$ cat config.mk
export PLATFORM = sky130hd
export DESIGN_NAME = pipelined_ripple_adder
export DESIGN_NICKNAME = d
export VERILOG_FILES = /design/src/rtl/pipelined_ripple_adder_pkg.sv /design/src/rtl/pipelined_ripple_adder_rca.sv /design/src/rtl/pipelined_ripple_adder.sv
export SDC_FILE = /design/constraint.sdc
export NUM_CORES = 1
export LEC_CHECK = 0
export ABC_AREA = 1
export ABC_CLOCK_PERIOD_IN_PS = 7500
export BUFFER_PORTS_ARGS = -buffer_cell sky130_fd_sc_hd__buf_2
export CAP_MARGIN = 20
export CORE_MARGIN = 2
export CORE_UTILIZATION = 50
export DETAILED_ROUTE_END_ITERATION = 16
export PLACE_DENSITY = 0.7
export SYNTH_ARGS = -nofsm -noshare
export SYNTH_HDL_FRONTEND = slang
export SYNTH_SLANG_ARGS = --single-unit
$ cat constraint.sdc
create_clock -name clk -period 7.5 [get_ports clk]
set_clock_uncertainty 0.05 [all_clocks]
set_input_delay 1.5 -clock clk [delete_from_list [all_inputs] [get_ports clk]]
set_output_delay 1.5 -clock clk [all_outputs]
set_load 0.02 [all_outputs]
$ cat src/rtl/pipelined_ripple_adder_pkg.sv
// -----------------------------------------------------------------------------
// pipelined_ripple_adder_pkg
//   Shared definitions for the pipelined ripple-carry add/subtract block.
//   - MODE_ADD / MODE_SUB : encoding of the 'sub' input.
//   - width_seg_ok()      : parameter legality check (SEG divides WIDTH and
//                           1 <= SEG <= WIDTH). It is evaluated at elaboration
//                           time by the top, which raises an error when the
//                           check fails.
// -----------------------------------------------------------------------------
package pipelined_ripple_adder_pkg;

  localparam logic MODE_ADD = 1'b0;
  localparam logic MODE_SUB = 1'b1;

  function automatic bit width_seg_ok(input int width, input int seg);
    return (seg >= 1) && (seg <= width) && ((width % seg) == 0);
  endfunction

endpackage

$ cat src/rtl/pipelined_ripple_adder_rca.sv
// -----------------------------------------------------------------------------
// rca_segment
//   Purely combinational SEG-bit ripple-carry segment built on a
//   propagate/generate chain. It holds no state; every register of the
//   pipeline lives in pipelined_ripple_adder.
//
//   Ports:
//     a, b      [SEG-1:0]  operand slices (b is already inverted for subtract)
//     ci                   carry into bit 0 of the segment
//     s         [SEG-1:0]  sum slice
//     co                   carry out of the top bit of the segment
//     c_msb_in             carry into the top bit of the segment; XORed with
//                          co in the most significant segment gives signed
//                          overflow
// -----------------------------------------------------------------------------
module rca_segment
  import pipelined_ripple_adder_pkg::*;
#(
  parameter int SEG = 16
) (
  input  logic [SEG-1:0] a,
  input  logic [SEG-1:0] b,
  input  logic           ci,
  output logic [SEG-1:0] s,
  output logic           co,
  output logic           c_msb_in
);

  logic [SEG-1:0] p;
  logic [SEG-1:0] g;
  logic [SEG:0]   c;

  assign p = a ^ b;
  assign g = a & b;

  // c[i] is the carry into bit i; c[SEG] is the segment carry-out.
  always_comb begin
    c    = '0;
    c[0] = ci;
    for (int i = 0; i < SEG; i++) begin
      c[i+1] = g[i] | (p[i] & c[i]);
    end
  end

  assign s        = p ^ c[SEG-1:0];
  assign co       = c[SEG];
  assign c_msb_in = c[SEG-1];

endmodule

$ cat src/rtl/pipelined_ripple_adder.sv
// -----------------------------------------------------------------------------
// pipelined_ripple_adder
//   WIDTH-bit add/subtract split into STAGES = WIDTH/SEG ripple segments, one
//   register stage per segment. The carry between segments is registered, the
//   operand slices of later segments are skewed (delayed) to meet their carry,
//   and the sum slices of earlier segments are deskewed so that the whole
//   result leaves the last stage together. Latency is STAGES cycles, one
//   beat per cycle throughput.
//
//   Ports:
//     clk, rst_n           clock (rising edge), async active-low reset
//     in_valid, in_ready   operand beat handshake
//     a, b   [WIDTH-1:0]   operands
//     cin                  carry-in (add mode only)
//     sub                  0: a+b+cin, 1: a-b (cin ignored)
//     out_valid, out_ready result beat handshake
//     sum    [WIDTH-1:0]   result, modulo 2^WIDTH
//     cout                 MSB carry-out; in subtract mode 1 means no borrow
//     ovf                  signed two's-complement overflow
//
//   Handshake: a beat transfers on a rising edge where valid && ready are
//   both high. The whole pipeline moves as one shift register: it advances
//   when the output slot is empty or being consumed
//   (advance = !out_valid || out_ready), and in_ready is exactly advance with
//   no dependency on in_valid. When advance is low every register, valids
//   included, holds, so the presented result stays stable. Bubbles
//   (in_valid low while advancing) flow through as valid=0 beats and are not
//   collapsed.
// -----------------------------------------------------------------------------
module pipelined_ripple_adder
  import pipelined_ripple_adder_pkg::*;
#(
  parameter int WIDTH = 64,
  parameter int SEG   = 16
) (
  input  logic             clk,
  input  logic             rst_n,
  input  logic             in_valid,
  output logic             in_ready,
  input  logic [WIDTH-1:0] a,
  input  logic [WIDTH-1:0] b,
  input  logic             cin,
  input  logic             sub,
  output logic             out_valid,
  input  logic             out_ready,
  output logic [WIDTH-1:0] sum,
  output logic             cout,
  output logic             ovf
);

  localparam int STAGES = WIDTH / SEG;
  localparam int LAST   = STAGES - 1;

  if (!width_seg_ok(WIDTH, SEG)) begin : g_bad_params
    $error("pipelined_ripple_adder: WIDTH must be a multiple of SEG with 1 <= SEG <= WIDTH");
  end

  logic              advance;
  logic [WIDTH-1:0]  b_eff;
  logic              c0;
  logic [STAGES-1:0] v_q;     // per-stage beat valid
  logic [STAGES-1:0] c_q;     // registered carry-out of each stage
  logic [STAGES-1:0] co_w;    // combinational carry-out of each segment
  logic              c_msb_last;
  logic              ovf_q;

  assign advance  = !v_q[LAST] || out_ready;
  assign in_ready = advance;

  // Subtract is a + ~b + 1; sub only matters for the beat it travels with,
  // because b_eff and c0 are consumed/registered at the input.
  assign b_eff = (sub == MODE_SUB) ? ~b : b;
  assign c0    = (sub == MODE_ADD) ? cin : 1'b1;

  for (genvar k = 0; k < STAGES; k++) begin : g_seg
    localparam int LO     = k * SEG;
    localparam int DESKEW = LAST - k;

    logic [SEG-1:0] a_seg;
    logic [SEG-1:0] b_seg;
    logic           ci_seg;
    logic [SEG-1:0] s_w;
    logic [SEG-1:0] s_q;

    if (k == 0) begin : g_head
      // Segment 0 works straight off the input port.
      assign a_seg  = a[LO +: SEG];
      assign b_seg  = b_eff[LO +: SEG];
      assign ci_seg = c0;
    end else begin : g_skew
      // Segment k sees its operand slices k cycles late, the same cycle the
      // carry from segment k-1 of that beat arrives in c_q[k-1].
      logic [SEG-1:0] a_sk [k];
      logic [SEG-1:0] b_sk [k];

      always_ff @(posedge clk or negedge rst_n) begin
        if (!rst_n) begin
          for (int i = 0; i < k; i++) begin
            a_sk[i] <= '0;
            b_sk[i] <= '0;
          end
        end else if (advance) begin
          a_sk[0] <= a[LO +: SEG];
          b_sk[0] <= b_eff[LO +: SEG];
          for (int i = 1; i < k; i++) begin
            a_sk[i] <= a_sk[i-1];
            b_sk[i] <= b_sk[i-1];
          end
        end
      end

      assign a_seg  = a_sk[k-1];
      assign b_seg  = b_sk[k-1];
      assign ci_seg = c_q[k-1];
    end

    if (k == LAST) begin : g_msb
      rca_segment #(.SEG(SEG)) u_rca (
        .a        (a_seg),
        .b        (b_seg),
        .ci       (ci_seg),
        .s        (s_w),
        .co       (co_w[k]),
        .c_msb_in (c_msb_last)
      );
    end else begin : g_mid
      // Only the most significant segment's top-bit carry feeds ovf.
      logic c_msb_unused;
      rca_segment #(.SEG(SEG)) u_rca (
        .a        (a_seg),
        .b        (b_seg),
        .ci       (ci_seg),
        .s        (s_w),
        .co       (co_w[k]),
        .c_msb_in (c_msb_unused)
      );
    end

    // Stage register for this segment's sum slice.
    always_ff @(posedge clk or negedge rst_n) begin
      if (!rst_n) begin
        s_q <= '0;
      end else if (advance) begin
        s_q <= s_w;
      end
    end

    if (DESKEW == 0) begin : g_out
      assign sum[LO +: SEG] = s_q;
    end else begin : g_deskew
      // Hold the slice until the upper segments of the same beat catch up.
      logic [SEG-1:0] d_q [DESKEW];

      always_ff @(posedge clk or negedge rst_n) begin
        if (!rst_n) begin
          for (int i = 0; i < DESKEW; i++) begin
            d_q[i] <= '0;
          end
        end else if (advance) begin
          d_q[0] <= s_q;
          for (int i = 1; i < DESKEW; i++) begin
            d_q[i] <= d_q[i-1];
          end
        end
      end

      assign sum[LO +: SEG] = d_q[DESKEW-1];
    end
  end

  // Beat valids and inter-stage carries. Valid never depends on operand
  // data, so unknown operands on idle cycles cannot reach out_valid.
  always_ff @(posedge clk or negedge rst_n) begin
    if (!rst_n) begin
      v_q   <= '0;
      c_q   <= '0;
      ovf_q <= 1'b0;
    end else if (advance) begin
      v_q[0] <= in_valid;
      for (int k = 1; k < STAGES; k++) begin
        v_q[k] <= v_q[k-1];
      end
      c_q   <= co_w;
      ovf_q <= c_msb_last ^ co_w[LAST];
    end
  end

  assign out_valid = v_q[LAST];
  assign cout      = c_q[LAST];
  assign ovf       = ovf_q;

endmodule

# After elaboration in Yosys (flattened, before gate mapping)
# Index checks and enable logic that the tools add are counted.
[totals] ff_bits=361 input_bits=134 output_inout_bits=68
[op_classes] mux=2 bitwise=142 reduce_logical=2
[ops] cell="$xor A16 B16 Y16" n=8
[ops] cell="$and A1 B1 Y1" n=64
[ops] cell="$and A16 B16 Y16" n=4
[ops] cell="$mux W64" n=1
[ops] cell="$not A64 Y64" n=1
[ops] cell="$or A1 B1 Y1" n=64
[ops] cell="$logic_not A1 Y1" n=1
[ops] cell="$logic_or A1 B1 Y1" n=1
[ops] cell="$mux W1" n=1
[ops] cell="$xor A1 B1 Y1" n=1

# Longest topological paths before layout
[depth] word_depth=35 ltp_mapped=23 mapped_depth_nobuf=23

# By module
# A second synthesis with hierarchy kept.
[hier_totals] cells_unflattened=1827 hier_area_um2=16009.1
[modules_own_cells] mod="pipelined_ripple_adder" n_inst=1 cells_each=1723 area_each_um2=14577.7 seq_area_each_um2=9033.7
[modules_own_cells] mod="rca_segment" n_inst=4 cells_each=26 area_each_um2=357.8 seq_area_each_um2=0.0

# Least setup slack after synthesis
# OpenSTA, ideal clock, no wires.
[synth_path] path_type="input to register" from="input port sub" to="register g_seg[0].s_q[15]" arrival_ns=8.836 setup_slack_ns=-1.502 stages=22 path_buffers=2 cell_sequence="buf_2 > buf_2 > nor2_1 > fa_1 > fa_1 > fa_1 > fa_1 > fa_1 > fa_1 > fa_1 > fa_1 > fa_1 > fa_1 > fa_1 > fa_1 > fa_1 > fa_1 > fa_1 > inv_1 > fa_1 > nand2_1 > nand2_1"
[synth_via] elab_chain_len=33 elab_cells_between_ends=35 classes_between="2 x mux; 33 x bitwise"
[synth_lines] element="start, declared" line="pipelined_ripple_adder.sv:43" source="input logic sub,"
[synth_lines] element="$mux W64" line="pipelined_ripple_adder.sv:72" source="assign b_eff = (sub == MODE_SUB) ? ~b : b;"
[synth_lines] element="$xor A16 B16 Y16" line="pipelined_ripple_adder_rca.sv:33" source="assign p = a ^ b;"
[synth_lines] element="$and A1 B1 Y1" line="pipelined_ripple_adder_rca.sv:41" source="c[i+1] = g[i] | (p[i] & c[i]);"
[synth_lines] element="$or A1 B1 Y1" line="pipelined_ripple_adder_rca.sv:41"
[synth_lines] element="$and A1 B1 Y1" line="pipelined_ripple_adder_rca.sv:41"
[synth_lines] element="$or A1 B1 Y1" line="pipelined_ripple_adder_rca.sv:41"
[synth_lines] element="$and A1 B1 Y1" line="pipelined_ripple_adder_rca.sv:41"
[synth_lines] element="$or A1 B1 Y1" line="pipelined_ripple_adder_rca.sv:41"
[synth_lines] element="[... 18 more ...]"
[synth_lines] element="$and A1 B1 Y1" line="pipelined_ripple_adder_rca.sv:41"
[synth_lines] element="$or A1 B1 Y1" line="pipelined_ripple_adder_rca.sv:41"
[synth_lines] element="$and A1 B1 Y1" line="pipelined_ripple_adder_rca.sv:41"
[synth_lines] element="$or A1 B1 Y1" line="pipelined_ripple_adder_rca.sv:41"
[synth_lines] element="$and A1 B1 Y1" line="pipelined_ripple_adder_rca.sv:41"
[synth_lines] element="$or A1 B1 Y1" line="pipelined_ripple_adder_rca.sv:41"
[synth_lines] element="$xor A16 B16 Y16 *" line="pipelined_ripple_adder_rca.sv:45" source="assign s = p ^ c[SEG-1:0];"
[synth_lines] element="net g_seg[0].g_mid.u_rca.s[15]" line="pipelined_ripple_adder_rca.sv:24" source="output logic [SEG-1:0] s,"
[synth_lines] element="end signal, assigned" line="pipelined_ripple_adder.sv:144" source="s_q <= s_w;"
[synth_lines] element="end, declared" line="pipelined_ripple_adder.sv:83" source="logic [SEG-1:0] s_q;"
# The timed path passes the listed nets; every way through them passes the cells marked *.
# A chain may end at the register's enable or synchronous reset.

# Worst setup path in the final report
# Ends and elaborated chain as after synthesis.

==> summary.md <==
For the total wirelength of the detailed-routed design, the log shows 31400 um. The critical path ends at g_seg[0].s_q[15]$_DFFE_PN0P_. In this run the core area contains 65 standard-cell rows.

The average footprint of a synthesized cell came out at 8.88 um2. The routed design uses 1170 um of met3 wire. The logs give 1794 for the synthesized instance count and 2807 for the fill cell total of the finished layout. The endpoint of the worst register-to-register path is g_seg[3].s_q[15]$_DFFE_PN0P_. Measured against its own limit, the worst slew margin works out to 30.0%. In the final routing, the length of wire on met1 measures 14100 um.

The run gives 0 as the count of final max-slew check failures. The H-tree depth is 2, and the critical path data required time is 7.85 ns. For the share of total power in combinational logic, the log shows 32.1%. The nature of the critical path endpoint is a register. The worst register-to-register path begins at g_seg[3].a_seg[0]$_DFFE_PN0P_. Entering global routing, the biggest net connects 195 pins. The overflow left after global routing was 0.

The worst setup path is of the in2reg kind. The power density of the placed cells was 422 mW/mm2. The number of remaining DRC errors was 0.

The final reports fail on setup timing. The first routing iteration left 766 violations. The final hold violation count was 0. The final critical path takes up 101% of the cycle.

Relative to the synthesized area, the layout overhead comes to 14.3%. The final instance area came out at 0.0182 mm2. In this design, the critical path's most frequently occurring cell is sky130_fd_sc_hd__fa_2.

The yosys synthesis warning count was 0; the total met2 wirelength after detailed routing was 15300 um. The worst-case setup margin in the final layout came out at -0.102 ns. In this run the clock root is driven by a sky130_fd_sc_hd__clkbuf_16. In the routed layout, each cell is associated on average with a via count of 4.72. The number of clock buffers added by TritonCTS is 39. For this design the top-level I/O count stands at 202.

The core region is 0.0315 mm2. The cell family contributing the most delay on the critical path is adder cells. The die area was 0.0333 mm2; the switching share of total power was 36.1%. For this run, the slowest stage of the critical path takes 0.40 ns.

Before antenna repair, the detailed router went through 6 iterations. Setup repair after global routing could not meet its margin everywhere. Detailed routing inserted a total of 11111 vias.

The clock network accounts for 24.7% of the total power. TritonCTS built the clock tree. The tools report the area of the multi-input gates as 0.00587 mm2. After detailed placement, the total cell area comes to 0.0169 mm2.

The tools report the final standard cell utilization of the core as 57.9%. The die is 183 um wide. Synthesis inferred 361 register bits. For the global-route wire length before repair, the log shows 53800 um. The logs give 7.95 ns for the arrival time reported for the critical path endpoint and 0.51 ns for the clock latency on the worst-skew pair.

STA classifies the critical path startpoint as a primary input. The smallest clock period supported by the final layout is computed as 7.60 ns. Global routing used 19.7% of the available tracks.

The largest driver fanout on the critical path works out to 4. The detailed router used layers up to and including met5. Overall power consumption after layout is estimated at 0.00769 W. The count of buffer and inverter cells on the critical path works out to 2. Leaving out fill and tap cells, the most frequent cell in the layout is sky130_fd_sc_hd__nand2_1.

The run finished, with violations left. The netlist uses 15 different library cells. Summing all flip-flop and latch instances after layout gives 0.00903 mm2. After the last flow step, the layout net total stands at 2122.

Detailed placement finished with a half-perimeter wire length of 20000 um. Synthesis produced a netlist with a net count of 1992. IR analysis of the VDD net gives a maximum drop of 0.213 mV.

Traced cell by cell, the critical path runs through buf_12, xnor2_4, fa_2, fa_2, fa_2, fa_2, fa_2, fa_2, fa_2, fa_2, fa_2, fa_2, fa_2, fa_2, fa_2, fa_2, fa_2, inv_2, fa_1, nand2_1, nand2_1. The congestion estimate from routability-driven global placement came to 0.799. Cells with a size suffix above 1 make up 14.8% of the layout. After clock tree synthesis, the clock-pin slew on the worst setup and hold paths is 0.06 ns. At the pin with the least slew margin, the transition time is 1.05 ns. The synthesized netlist occupies a cell area of 0.0159 mm2. The average routed wire per standard cell came out at 13.3 um. The relative contribution of sequential cells to total power came out at 43.2%. Cell internal power was estimated by the tool at 0.00492 W.

The library cells used most frequently in the layout, excluding fill and tap cells, are sky130_fd_sc_hd__nand2_1 (1034), sky130_fd_sc_hd__dfrtp_1 (361), sky130_fd_sc_hd__buf_2 (198). Counting buffers and inverters, the worst setup path is 21 cells deep. The tools report the launching element of the worst setup path as sub.

In this run the power spent charging and discharging nets is 0.00277 W. Achievable frequency: 0.132 GHz. For this design, the sink count on the clock tree is 361. The share of the Yosys chip area taken by registers is 56.7%.

The logs give 1 for the total of endpoints with negative setup slack in the final report and 9.95 nW for the leakage component of the power. The tightest min-delay check is of the reg2reg type. For this design, the slowest cell found on the critical path is sky130_fd_sc_hd__fa_1.

The number of cells on the worst reg-to-reg path is 20. The tools report the initial antenna violation count as 4. The number of global-route vias before repair is 11134, and the reported max-cap violation count is 0.

In this run the remaining antenna-violating nets after routing total 0. The initial utilization of the core area, before any placement, comes to 50.6%. Setup slack on the worst reg-to-reg path comes out at 0.37 ns.

Hold repair after CTS inserted 0 buffers. The total of buffers placed on input and output ports was 201; the y dimension of the die was 183 um. The longest clock path from root to sink contains 3 buffers.
[power by group through the flow]
| stage | clock network (W) | logic (W) | registers (W) |
|---|---|---|---|
| after CTS | 0.00196 | 0.00253 | 0.00333 |
| after floorplan | 0 | 0.00186 | 0.00336 |
| after detailed placement | 0 | 0.00252 | 0.00336 |
| final | 0.00190 | 0.00247 | 0.00332 |
| after global routing | 0.00203 | 0.00290 | 0.00344 |
| after global placement | 0 | 0.00244 | 0.00333 |
[registers in the layout, indices dropped and copies added (netlist names)]
register and flops:
g_seg.g_deskew.d_q 64, g_seg.s_q 64, g_seg.a_seg 48, g_seg.b_seg 48, g_seg.g_skew.a_sk 48, g_seg.g_skew.b_sk 48, sum 32, c_q 4
v_q 4, ovf 1
[cell type report]
class / instances / area share (%)
Sequential cell: 361 / 49.6
Multi-Input combinational cell: 1214 / 32.2
Clock buffer: 59 / 6.39
Timing Repair Buffer: 212 / 6.35
Tap cell: 402 / 2.76
Inverter: 96 / 1.98
Clock inverter: 8 / 0.646
Antenna cell: 3 / 0.0412
[cell usage after synthesis]
cell type,count,area [um2]
sky130_fd_sc_hd__buf_1,2,7.51
sky130_fd_sc_hd__buf_2,61,305
sky130_fd_sc_hd__buf_4,53,398
sky130_fd_sc_hd__clkbuf_1,7,26.3
sky130_fd_sc_hd__dfrtp_1,361,9030
sky130_fd_sc_hd__fa_1,64,1280
sky130_fd_sc_hd__inv_1,95,357
sky130_fd_sc_hd__inv_2,1,3.75
sky130_fd_sc_hd__nand2_1,1035,3880
sky130_fd_sc_hd__nand3_1,49,245
sky130_fd_sc_hd__nor2_1,1,3.75
sky130_fd_sc_hd__nor2_2,1,6.26
sky130_fd_sc_hd__o21ai_0,48,240
sky130_fd_sc_hd__xnor2_1,15,131
sky130_fd_sc_hd__xor2_1,1,8.76
[per-stage QoR]
| step | hold WS, ns | cells | setup TNS [ns] | setup WS [ns] |
|---|---|---|---|---|
| 6_report | 0.404 | 2355 | -0.102 | -0.102 |
| 4_1_cts | 0.403 | 2352 | -0.0931 | -0.0931 |
| 3_5_place_dp | 0.388 | 2285 | -1.49 | -0.700 |
| 2_1_floorplan | 0.370 | 1794 | -1.18 | -0.607 |
| 5_1_grt | 0.430 | 2355 | -0.303 | -0.272 |
| 3_3_place_gp | 0.391 | 2285 | -1.15 | -0.595 |
[worst min-delay path: stages, from the launching register on]
cell	delay (ns)
sky130_fd_sc_hd__dfrtp_1	0.32
sky130_fd_sc_hd__inv_1	0.05
sky130_fd_sc_hd__nand2_1	0.05
[how the worst min path moves through the flow]
| stage | start | end | slack (ns) | depth (start not counted) |
|---|---|---|---|---|
| 2_1_floorplan | v_q[2]$_DFFE_PN0P_ | v_q[3]$_DFFE_PN0P_ | 0.37 | 2 |
| 3_3_place_gp | v_q[2]$_DFFE_PN0P_ | v_q[3]$_DFFE_PN0P_ | 0.39 | 2 |
| 3_5_place_dp | v_q[2]$_DFFE_PN0P_ | v_q[3]$_DFFE_PN0P_ | 0.39 | 2 |
| 4_1_cts | v_q[2]$_DFFE_PN0P_ | v_q[3]$_DFFE_PN0P_ | 0.40 | 2 |
| 5_1_grt | sum[1]$_DFFE_PN0P_ | sum[1]$_DFFE_PN0P_ | 0.43 | 2 |
| 6_report | v_q[2]$_DFFE_PN0P_ | v_q[3]$_DFFE_PN0P_ | 0.40 | 2 |
[repair_timing]
item | in CTS | in global routing
gates resized for setup | 6 | 0
endpoints found under the setup margin | 1 | 2
buffers inserted | 0 | 0
[routing by layer]
| metal | global-route usage (%) | vias to the layer above |
|---|---|---|
| met5 | 0 | - |
| met4 | 6.74 | 2 |
| met3 | 3.31 | 54 |
| met2 | 32.9 | 184 |
| met1 | 26.3 | 5259 |
| li1 | - | 5612 |
[logic make-up after synthesis]
family,synth area share (%)
AND/OR/NAND/NOR,26.0
flip-flops,56.7
buffers and inverters,6.89
adder cells (fa/ha/maj),8.04
AO/OA/AOI/OAI,1.51
XOR/XNOR,0.880
(Power assumes the default switching activity.)
